$ cat config.mk
export PLATFORM = sky130hd
export DESIGN_NAME = modexpa7_fifo_mover
export DESIGN_NICKNAME = d
export VERILOG_FILES = /design/src/rtl/modexpa7_fifo_mover_pkg.sv /design/src/rtl/modexpa7_fifo_mover.sv
export SDC_FILE = /design/constraint.sdc
export NUM_CORES = 1
export LEC_CHECK = 0
export BUFFER_PORTS_ARGS = -buffer_cell sky130_fd_sc_hd__buf_2
export CAP_MARGIN = 20
export CORE_UTILIZATION = 59
export CTS_CLUSTER_SIZE = 12
export DETAILED_ROUTE_END_ITERATION = 7
export PLACE_DENSITY = 0.89
export SLEW_MARGIN = 20
export SYNTH_ARGS = -nofsm -noshare
export SYNTH_HDL_FRONTEND = slang
export SYNTH_SLANG_ARGS = --single-unit
$ cat constraint.sdc
create_clock -name clk -period 5.35 [get_ports clk]
set_clock_uncertainty 0.2 [all_clocks]
set_input_delay 0.535 -clock clk [delete_from_list [all_inputs] [get_ports clk]]
set_output_delay 0.535 -clock clk [all_outputs]
set_load 0.02 [all_outputs]
$ cat src/rtl/modexpa7_fifo_mover_pkg.sv
// Shared definitions for the modexpa7 FIFO mover: FSM state encodings and
// the FIFO size derivation.
package modexpa7_fifo_mover_pkg;

    typedef enum logic [1:0] {
        FSM_STATE_IDLE  = 2'd0,
        FSM_STATE_CLEAR = 2'd1,
        FSM_STATE_RUN   = 2'd2,
        FSM_STATE_DONE  = 2'd3
    } fsm_state_t;

    function automatic int num_words(input int depth_bits);
        return 1 << depth_bits;
    endfunction

endpackage

$ cat src/rtl/modexpa7_fifo_mover.sv
// Copies one multi-word operand from a source bank to a destination bank
// through the flagless modexpa7 distributed-RAM FIFO, honouring dst_ready.
module modexpa7_fifo_mover #(
    parameter int OPERAND_ADDR_WIDTH = 5,
    parameter int DEPTH_BITS         = 2
) (
    input  logic                          clk,
    input  logic                          rst,
    input  logic                          ena,
    output logic                          rdy,
    input  logic [OPERAND_ADDR_WIDTH-1:0] n_num_words,
    output logic [OPERAND_ADDR_WIDTH-1:0] src_addr,
    output logic                          src_en,
    output logic                          fifo_rst,
    output logic                          fifo_wr_en,
    output logic                          fifo_rd_en,
    input  logic                          dst_ready,
    output logic [OPERAND_ADDR_WIDTH-1:0] dst_addr,
    output logic                          dst_wr_en
);
    import modexpa7_fifo_mover_pkg::*;

    localparam int AW        = OPERAND_ADDR_WIDTH;
    localparam int NUM_WORDS = num_words(DEPTH_BITS);
    localparam logic [DEPTH_BITS:0] OCC_FULL = (DEPTH_BITS+1)'(NUM_WORDS);

    fsm_state_t          state_q, state_d;
    logic [AW-1:0]       n_q, n_d;
    logic [AW:0]         src_cnt_q, src_cnt_d;
    logic [AW:0]         dst_cnt_q, dst_cnt_d;
    logic [DEPTH_BITS:0] inflight_q, inflight_d;
    logic [DEPTH_BITS:0] stored_q, stored_d;
    logic                src_en_q, src_en_d;
    logic                wr_en_q, wr_en_d;
    logic                dst_wr_q, dst_wr_d;
    logic                rdy_q, rdy_d;
    logic                fifo_rst_q, fifo_rst_d;
    logic                rd_en;

    assign rd_en = (state_q == FSM_STATE_RUN) && (stored_q != '0) && dst_ready;

    always_comb begin
        state_d    = state_q;
        n_d        = n_q;
        src_cnt_d  = '0;
        dst_cnt_d  = '0;
        inflight_d = '0;
        stored_d   = '0;
        case (state_q)
            FSM_STATE_IDLE: begin
                if (ena) begin
                    state_d = FSM_STATE_CLEAR;
                    n_d     = n_num_words;
                end
            end
            FSM_STATE_CLEAR: state_d = FSM_STATE_RUN;
            FSM_STATE_RUN: begin
                if (dst_wr_q && (dst_cnt_q == {1'b0, n_q}))
                    state_d = FSM_STATE_DONE;
            end
            FSM_STATE_DONE: state_d = FSM_STATE_IDLE;
            default:        state_d = FSM_STATE_IDLE;
        endcase

        if (state_q == FSM_STATE_RUN) begin
            src_cnt_d  = src_cnt_q + (AW+1)'(src_en_q);
            dst_cnt_d  = dst_cnt_q + (AW+1)'(dst_wr_q);
            inflight_d = inflight_q + (DEPTH_BITS+1)'(src_en_q) - (DEPTH_BITS+1)'(rd_en);
            stored_d   = stored_q + (DEPTH_BITS+1)'(wr_en_q) - (DEPTH_BITS+1)'(rd_en);
        end

        // Source issue is decided on next-cycle counts so the strobe can be
        // registered yet still resume the cycle right after a pop.
        src_en_d   = (state_d == FSM_STATE_RUN) && (src_cnt_d <= {1'b0, n_d})
                     && (inflight_d < OCC_FULL);
        wr_en_d    = src_en_q;
        dst_wr_d   = rd_en;
        rdy_d      = (state_d == FSM_STATE_IDLE);
        fifo_rst_d = (state_d == FSM_STATE_CLEAR);
    end

    always_ff @(posedge clk) begin
        if (rst) begin
            state_q    <= FSM_STATE_IDLE;
            n_q        <= '0;
            src_cnt_q  <= '0;
            dst_cnt_q  <= '0;
            inflight_q <= '0;
            stored_q   <= '0;
            src_en_q   <= 1'b0;
            wr_en_q    <= 1'b0;
            dst_wr_q   <= 1'b0;
            rdy_q      <= 1'b1;
            fifo_rst_q <= 1'b1;
        end else begin
            state_q    <= state_d;
            n_q        <= n_d;
            src_cnt_q  <= src_cnt_d;
            dst_cnt_q  <= dst_cnt_d;
            inflight_q <= inflight_d;
            stored_q   <= stored_d;
            src_en_q   <= src_en_d;
            wr_en_q    <= wr_en_d;
            dst_wr_q   <= dst_wr_d;
            rdy_q      <= rdy_d;
            fifo_rst_q <= fifo_rst_d;
        end
    end

    assign rdy        = rdy_q;
    assign src_addr   = src_cnt_q[AW-1:0];
    assign src_en     = src_en_q;
    assign fifo_rst   = fifo_rst_q;
    assign fifo_wr_en = wr_en_q;
    assign fifo_rd_en = rd_en;
    assign dst_addr   = dst_cnt_q[AW-1:0];
    assign dst_wr_en  = dst_wr_q;

endmodule

# Yosys cells after proc, flatten, opt, wreduce, memory -nomap -nowiden
# Cells that the tools add are included.
# totals
ff_bits,30
latch_bits,0
mem_bits_rw,0
mem_bits_ro,0
in_bits,9
out_inout_bits,16
wordCells,42
memories,0
# classes
n_addsub,6
n_mul,0
div,0
magnitude_cmp,2
eq_ne,6
shift,0
mux,7
bitwise_logic,1
reduce_logical,9
# op_table
operator,n
6-bit by 1-bit adder with 6-bit output,2
5-bit two-way mux,2
2-bit case mux with 4 select lines,1
3-bit by 1-bit adder with 3-bit output,2
2-bit equality test (second input constant),3
6-bit by 5-bit equality test with 1-bit output,1
6-bit by 5-bit less-or-equal comparator with 1-bit output,1
6-bit two-way mux,1
3-bit by 1-bit subtractor with 3-bit output,2
1-bit logical AND,5
2-bit by 1-bit equality test with 1-bit output (second input constant),2
2-bit zero test,2
2-bit two-way mux,2
3-bit < comparator (second input constant),1
3-bit two-way mux,1
3-bit nonzero test,1
2-bit OR reduction,1
1-bit NOT,1

# Logic depth before layout (Yosys ltp)
# depth
ltp_word,7
mapped_depth,11

# Worst setup path before layout
# OpenSTA, ideal clock, no wires.
# synth_timing
kind,flip-flop to flip-flop
from,register state_q[0]
to,register src_en_q (netlist: src_en)
setup_time_ns,0.087
arrival_time_ns,2.344
required_time_ns,5.063
path_slack_ns,2.719
path_stages_with_launch,12
n_path_buf,0
synth_period_minus_slack_ns,2.631
path_cell_list,dfxtp_1 > inv_1 > ha_1 > o311a_1 > ha_1 > inv_1 > ha_1 > fa_1 > xnor2_1 > xnor2_1 > a31oi_1 > nor4b_2
# synth_via
elab_chain_cells,7
# synth_lines
item,line_no,rtl
from (decl),modexpa7_fifo_mover.sv:27,"fsm_state_t state_q, state_d;"
from (signal assigned),modexpa7_fifo_mover.sv:96,state_q <= state_d;
2-bit equality test,modexpa7_fifo_mover.sv:40,assign rd_en = (state_q == FSM_STATE_RUN) && (stored_q != '0) && dst_ready;
1-bit logical AND (2 in series),modexpa7_fifo_mover.sv:40,
via fifo_rd_en,modexpa7_fifo_mover.sv:16,"output logic fifo_rd_en,"
3-bit by 1-bit subtractor with 3-bit output,modexpa7_fifo_mover.sv:68,inflight_d = inflight_q + (DEPTH_BITS+1)'(src_en_q) - (DEPTH_BITS+1)'(rd_en);
3-bit two-way mux,modexpa7_fifo_mover.sv:65,if (state_q == FSM_STATE_RUN) begin
3-bit < comparator,modexpa7_fifo_mover.sv:75,&& (inflight_d < OCC_FULL);
1-bit logical AND,modexpa7_fifo_mover.sv:75,
to (signal assigned),modexpa7_fifo_mover.sv:102,src_en_q <= src_en_d;
to (decl),modexpa7_fifo_mover.sv:33,"logic src_en_q, src_en_d;"
# The timed path passes the listed nets, and every way through them passes these cells.
# A chain may end at the register's enable or synchronous reset.

# Final worst setup path
# layout_timing
from,register state_q[0]
to,register src_en_q (netlist: src_en)
# layout_via
elab_chain_cells,7
# layout_lines
item,line_no
2-bit equality test,"modexpa7_fifo_mover.sv:40, modexpa7_fifo_mover.sv:49, modexpa7_fifo_mover.sv:65"
1-bit logical AND (2 in series),modexpa7_fifo_mover.sv:40
3-bit by 1-bit subtractor with 3-bit output,modexpa7_fifo_mover.sv:68
3-bit two-way mux,modexpa7_fifo_mover.sv:65
3-bit < comparator,modexpa7_fifo_mover.sv:75
1-bit logical AND *,modexpa7_fifo_mover.sv:75
# Mark *: on every way between the ends. The rest lies on a longest branch, timed or not.

==> results.md <==
Outcome:
- The flow ran to the end, and the final reports show no timing, DRC or antenna violations.

Floorplan:
- After floorplanning, the core was sized to cover 2318 um^2.
- The starting utilization of the core area is between 60 and 70%.
- The standard-cell row count is 17.
- The number of top-level pins is 25.
- The chip width is 52.57 um.
- The die covers 2764 um^2.
- The die boundary height is 52.57 um.

Flow run:
- Across the run, the number of max-cap violations was 0.

Power:
- The power density over the cells is between 300 and 400 nW/um^2.
- Across the VDD grid, the largest voltage drop is between 0.2 and 0.3 mV.
- The static leakage is 0.7900 nW.

Critical path:
- The critical path required time is 5.38 ns.
- For flop-to-flop paths, the worst setup slack is 2.63 ns.
- The worst path arrival time is roughly 2.8 ns.
- STA classifies the critical path endpoint as a flop.
- The critical register-to-register path startpoint is state_q[0].
- In this run the critical register-to-register path is captured at src_en.
- The kind of critical path is flop to flop.
- The beginning of the critical path is state_q[0].
- The type of origin of the critical path is a flop.
- Of all nets on the critical path, the largest fanout is 6.
- The number of cells on the worst reg-to-reg path is 11.

Clocking:
- The total clock sinks is 30.
- Clock-pin slew was measured on the worst setup and hold paths at 0.09 ns.
- In this run, post-CTS hold repair placed 0 buffers.
- Buffers inserted during clock tree synthesis total 5.
- The number of levels the H-tree was split into is 2.
- The post-CTS repair timing setup buffer count is 0.
- The buffer cell driving the clock tree root is sky130_fd_sc_hd__clkbuf_4.
- The longest clock path from root to sink contains 2 buffers.
- The insertion delay to the later sink of the worst-skew pair is 0.32 ns.
- TritonCTS built the clock tree.
- Post-CTS repair changed the size of 0 cells.

Finish:
- The area overhead of the layout relative to synthesis is 9.038%.
- The count of inserted antenna diode cells is 0.
- The layout net count is slightly above 200.
- The number of non-filler instances in the completed layout is 204.
- The fill cell instance count of the final layout is ~180.
- The area of all placed cells without fillers is between 1500 and 2000 um^2.
- The fraction of final layout cells sized beyond drive strength 1 is 19.89%.

Timing:
- The worst path uses 50.81% of the clock period.
- For the pin with the worst max-slew slack, the measured transition is 0.4655 ns.
- The total negative setup slack is 0 ns.
- The final number of setup-violating endpoints is 0.
- In this run the tightest slew margin relative to its limit is 68.85%.
- The fmax is 367.9 MHz.
- The final number of max-transition violations came to 0.
- Setup repair after global routing left no endpoint under its margin.
- The count of endpoints failing hold in the final timing report came to 0.
- For the finished layout, the period the worst path requires is 2.718 ns.

Synthesis:
- By area the synthesized netlist is led by sky130_fd_sc_hd__dfxtp_1, sky130_fd_sc_hd__ha_1, sky130_fd_sc_hd__xor2_1.
- Synthesis inferred 30 register bits.
- By area, the combinational part of the netlist is dominated by simple AND/OR/NAND/NOR gates.
- The number of different library cells used by synthesis comes to 30.
- The dominant register cell in the synthesized netlist is sky130_fd_sc_hd__dfxtp_1.
- Summing the areas of all compound-gate instances in the mapped netlist gives between 4 and 5% of the synthesized area.
- The mean cell area of the mapped netlist is 9.735 um^2.
- The number of nets produced by synthesis is around 180.
- The sequential cell area fraction in the yosys report is 39.80%.
- During synthesis, Yosys emitted a total of 0 warnings.
- The top cell type by area accounts for 39.80% of the synthesized area.
- Of the total synthesized cell area, the portion taken by full adders, half adders and majority gates is 15.92%.
- After technology mapping, the gate count stands at 155.
- The cell area that synthesis handed to floorplanning was 1509 um^2.
- After synthesis, the share of flip-flops with an asynchronous set or reset is 0%.
- The xor and xnor fraction of the mapped netlist area is ~9.3%.
- The fraction of the mapped netlist area in simple logic gates is 17.99%.
- The synthesized design spends more area on one cell type than any other, namely sky130_fd_sc_hd__dfxtp_1.
- The number of enable flip-flop cells after synthesis is 0.
- The mux contribution to synthesized area is 4.063%.

GRT:
- The global-route wire length before repair is ~4500 um.
- The number of global-route vias before repair is about 1000.
- Global routing used 23.27% of the available tracks.
- The number of antenna violations at the first check in global routing is 0.
- The largest net degree at the start of global routing is 17.
- The total overflow reported by the global router is 0.

Routing:
- The overall routed net length is 2564 um.
- The detailed-router iteration count before antenna repair is 4.
- The via total after detailed routing is roughly 1100.
- Using the TritonRoute via totals, the vias-per-cell ratio works out to 5.176.
- After detailed routing, the number of remaining DRC violations is 0.
- The average routed wire per standard cell is 12.57 um.
- After the first detailed-routing iteration, the DRC count stood at 10.
- The antenna violation net count after detailed routing is 0.

Place:
- The standard cell area after detailed placement is roughly 1600 um^2.
- The placed wire-length estimate is 2016 um.
- Routability-driven placement finished with a final weighted congestion of 0.8014.
- The number of port buffers is 24.
- The number of placed instances, taps included, is 196.

Hold path:
- The worst hold endpoint is n_q[1].
- Along the worst hold path, the cell count comes to 3.
- The path class of the tightest hold or removal check is input pin to flop.
- In this run the most critical hold path is launched from n_num_words[1].
stage by stage:
step,worst slack (ns),hold slack [ns],total power [mW],util [%]
2_1_floorplan,2.719,0.2706,0.4022,-
3_3_place_gp,2.757,0.2900,0.4417,68.38
3_5_place_dp,2.666,0.3048,0.4480,68.38
4_1_cts,2.630,0.2702,0.5879,70.97
5_1_grt,2.453,0.3050,0.6221,70.97
6_report,2.632,0.2817,0.5827,70.97
how the worst max path moves through the flow:
stage,endpoint,cells after the start,slack [ns]
floorplan,src_en,11,2.72
global route,src_en,11,2.45
detailed placement,src_en,11,2.67
global placement,src_en,11,2.76
finish,src_en,11,2.63
CTS,src_en,11,2.63
per-layer routing:
metal	part of all wire [%]	up-vias	track usage, %
li1	-	541	-
met1	46	479	28.37
met2	47	29	36.71
met3	5.4	7	6.087
met4	2.2	0	13.16
met5	0	-	0
area by class of cell:
type                       count  area, um^2  share of cell area, %
timing repair buffer          24       120.1                  7.300
inverter                      11       41.29                  2.510
multi-input combinational    103       788.3                  47.91
tap                           28       35.03                  2.129
sequential                    30       600.6                  36.50
clock buffer                   7       55.05                  3.346
clock inverter                 1       5.005                 0.3042
synthesized netlist by cell type (3+ instances only):
library cell	count
sky130_fd_sc_hd__buf_4	10
sky130_fd_sc_hd__nand3_1	4
sky130_fd_sc_hd__nor2b_1	5
sky130_fd_sc_hd__inv_1	10
sky130_fd_sc_hd__and2_1	9
sky130_fd_sc_hd__mux2i_1	5
sky130_fd_sc_hd__xor2_1	9
sky130_fd_sc_hd__nor2_1	20
sky130_fd_sc_hd__dfxtp_1	30
sky130_fd_sc_hd__nor3_1	3
sky130_fd_sc_hd__a31oi_1	3
sky130_fd_sc_hd__xnor2_1	7
sky130_fd_sc_hd__nand2_1	4
sky130_fd_sc_hd__ha_1	16
power by group:
group | leakage (nW) | internal (mW) | switching (mW)
Sequential | 0.244 | 0.248 | 0.0133
Clock | 0.0353 | 0.0636 | 0.0742
Combinational | 0.511 | 0.0729 | 0.111
cells by family (layout without fill, tap and decap cells):
group	after synthesis	in the layout
AO/OA/AOI/OAI	11	11
XOR/XNOR	16	16
adder cells (fa/ha/maj)	18	18
buffers and inverters	22	43
flip-flops	30	30
multiplexers	6	6
AND/OR/NAND/NOR	52	52
worst max-delay path, stage by stage, from the launching register on:
cell and delay (ns):
sky130_fd_sc_hd__dfxtp_1 0.34, sky130_fd_sc_hd__inv_1 0.08, sky130_fd_sc_hd__ha_1 0.29, sky130_fd_sc_hd__o311a_1 0.18
sky130_fd_sc_hd__ha_1 0.29, sky130_fd_sc_hd__inv_1 0.04, sky130_fd_sc_hd__ha_1 0.18, sky130_fd_sc_hd__fa_1 0.37
sky130_fd_sc_hd__xnor2_1 0.14, sky130_fd_sc_hd__xnor2_1 0.19, sky130_fd_sc_hd__a31oi_1 0.13, sky130_fd_sc_hd__nor4b_2 0.21
placed cells by master (no fill, tap or decap), types with 2 or more instances in the layout:
cell                       count
sky130_fd_sc_hd__dfxtp_1      30
sky130_fd_sc_hd__buf_2        24
sky130_fd_sc_hd__nor2_1       20
sky130_fd_sc_hd__ha_1         16
sky130_fd_sc_hd__inv_1        10
sky130_fd_sc_hd__xor2_1        9
sky130_fd_sc_hd__and2_1        9
sky130_fd_sc_hd__xnor2_1       7
sky130_fd_sc_hd__mux2i_1       5
sky130_fd_sc_hd__nor2b_1       5
sky130_fd_sc_hd__clkbuf_4      5
sky130_fd_sc_hd__nand2_1       4
sky130_fd_sc_hd__nand3_1       4
sky130_fd_sc_hd__a31oi_1       3
sky130_fd_sc_hd__nor3_1        3
sky130_fd_sc_hd__nand2b_1      2
sky130_fd_sc_hd__a21oi_1       2
sky130_fd_sc_hd__o21bai_1      2
sky130_fd_sc_hd__fa_1          2
registers in the layout (all words and copies together), names as in the netlist:
name	count
dst_wr_en	1
fifo_wr_en	1
state_q	2
dst_cnt_q	6
stored_q	3
src_cnt_q	6
rdy	1
fifo_rst	1
src_en	1
inflight_q	3
n_q	5
(Power assumes the default switching activity.)
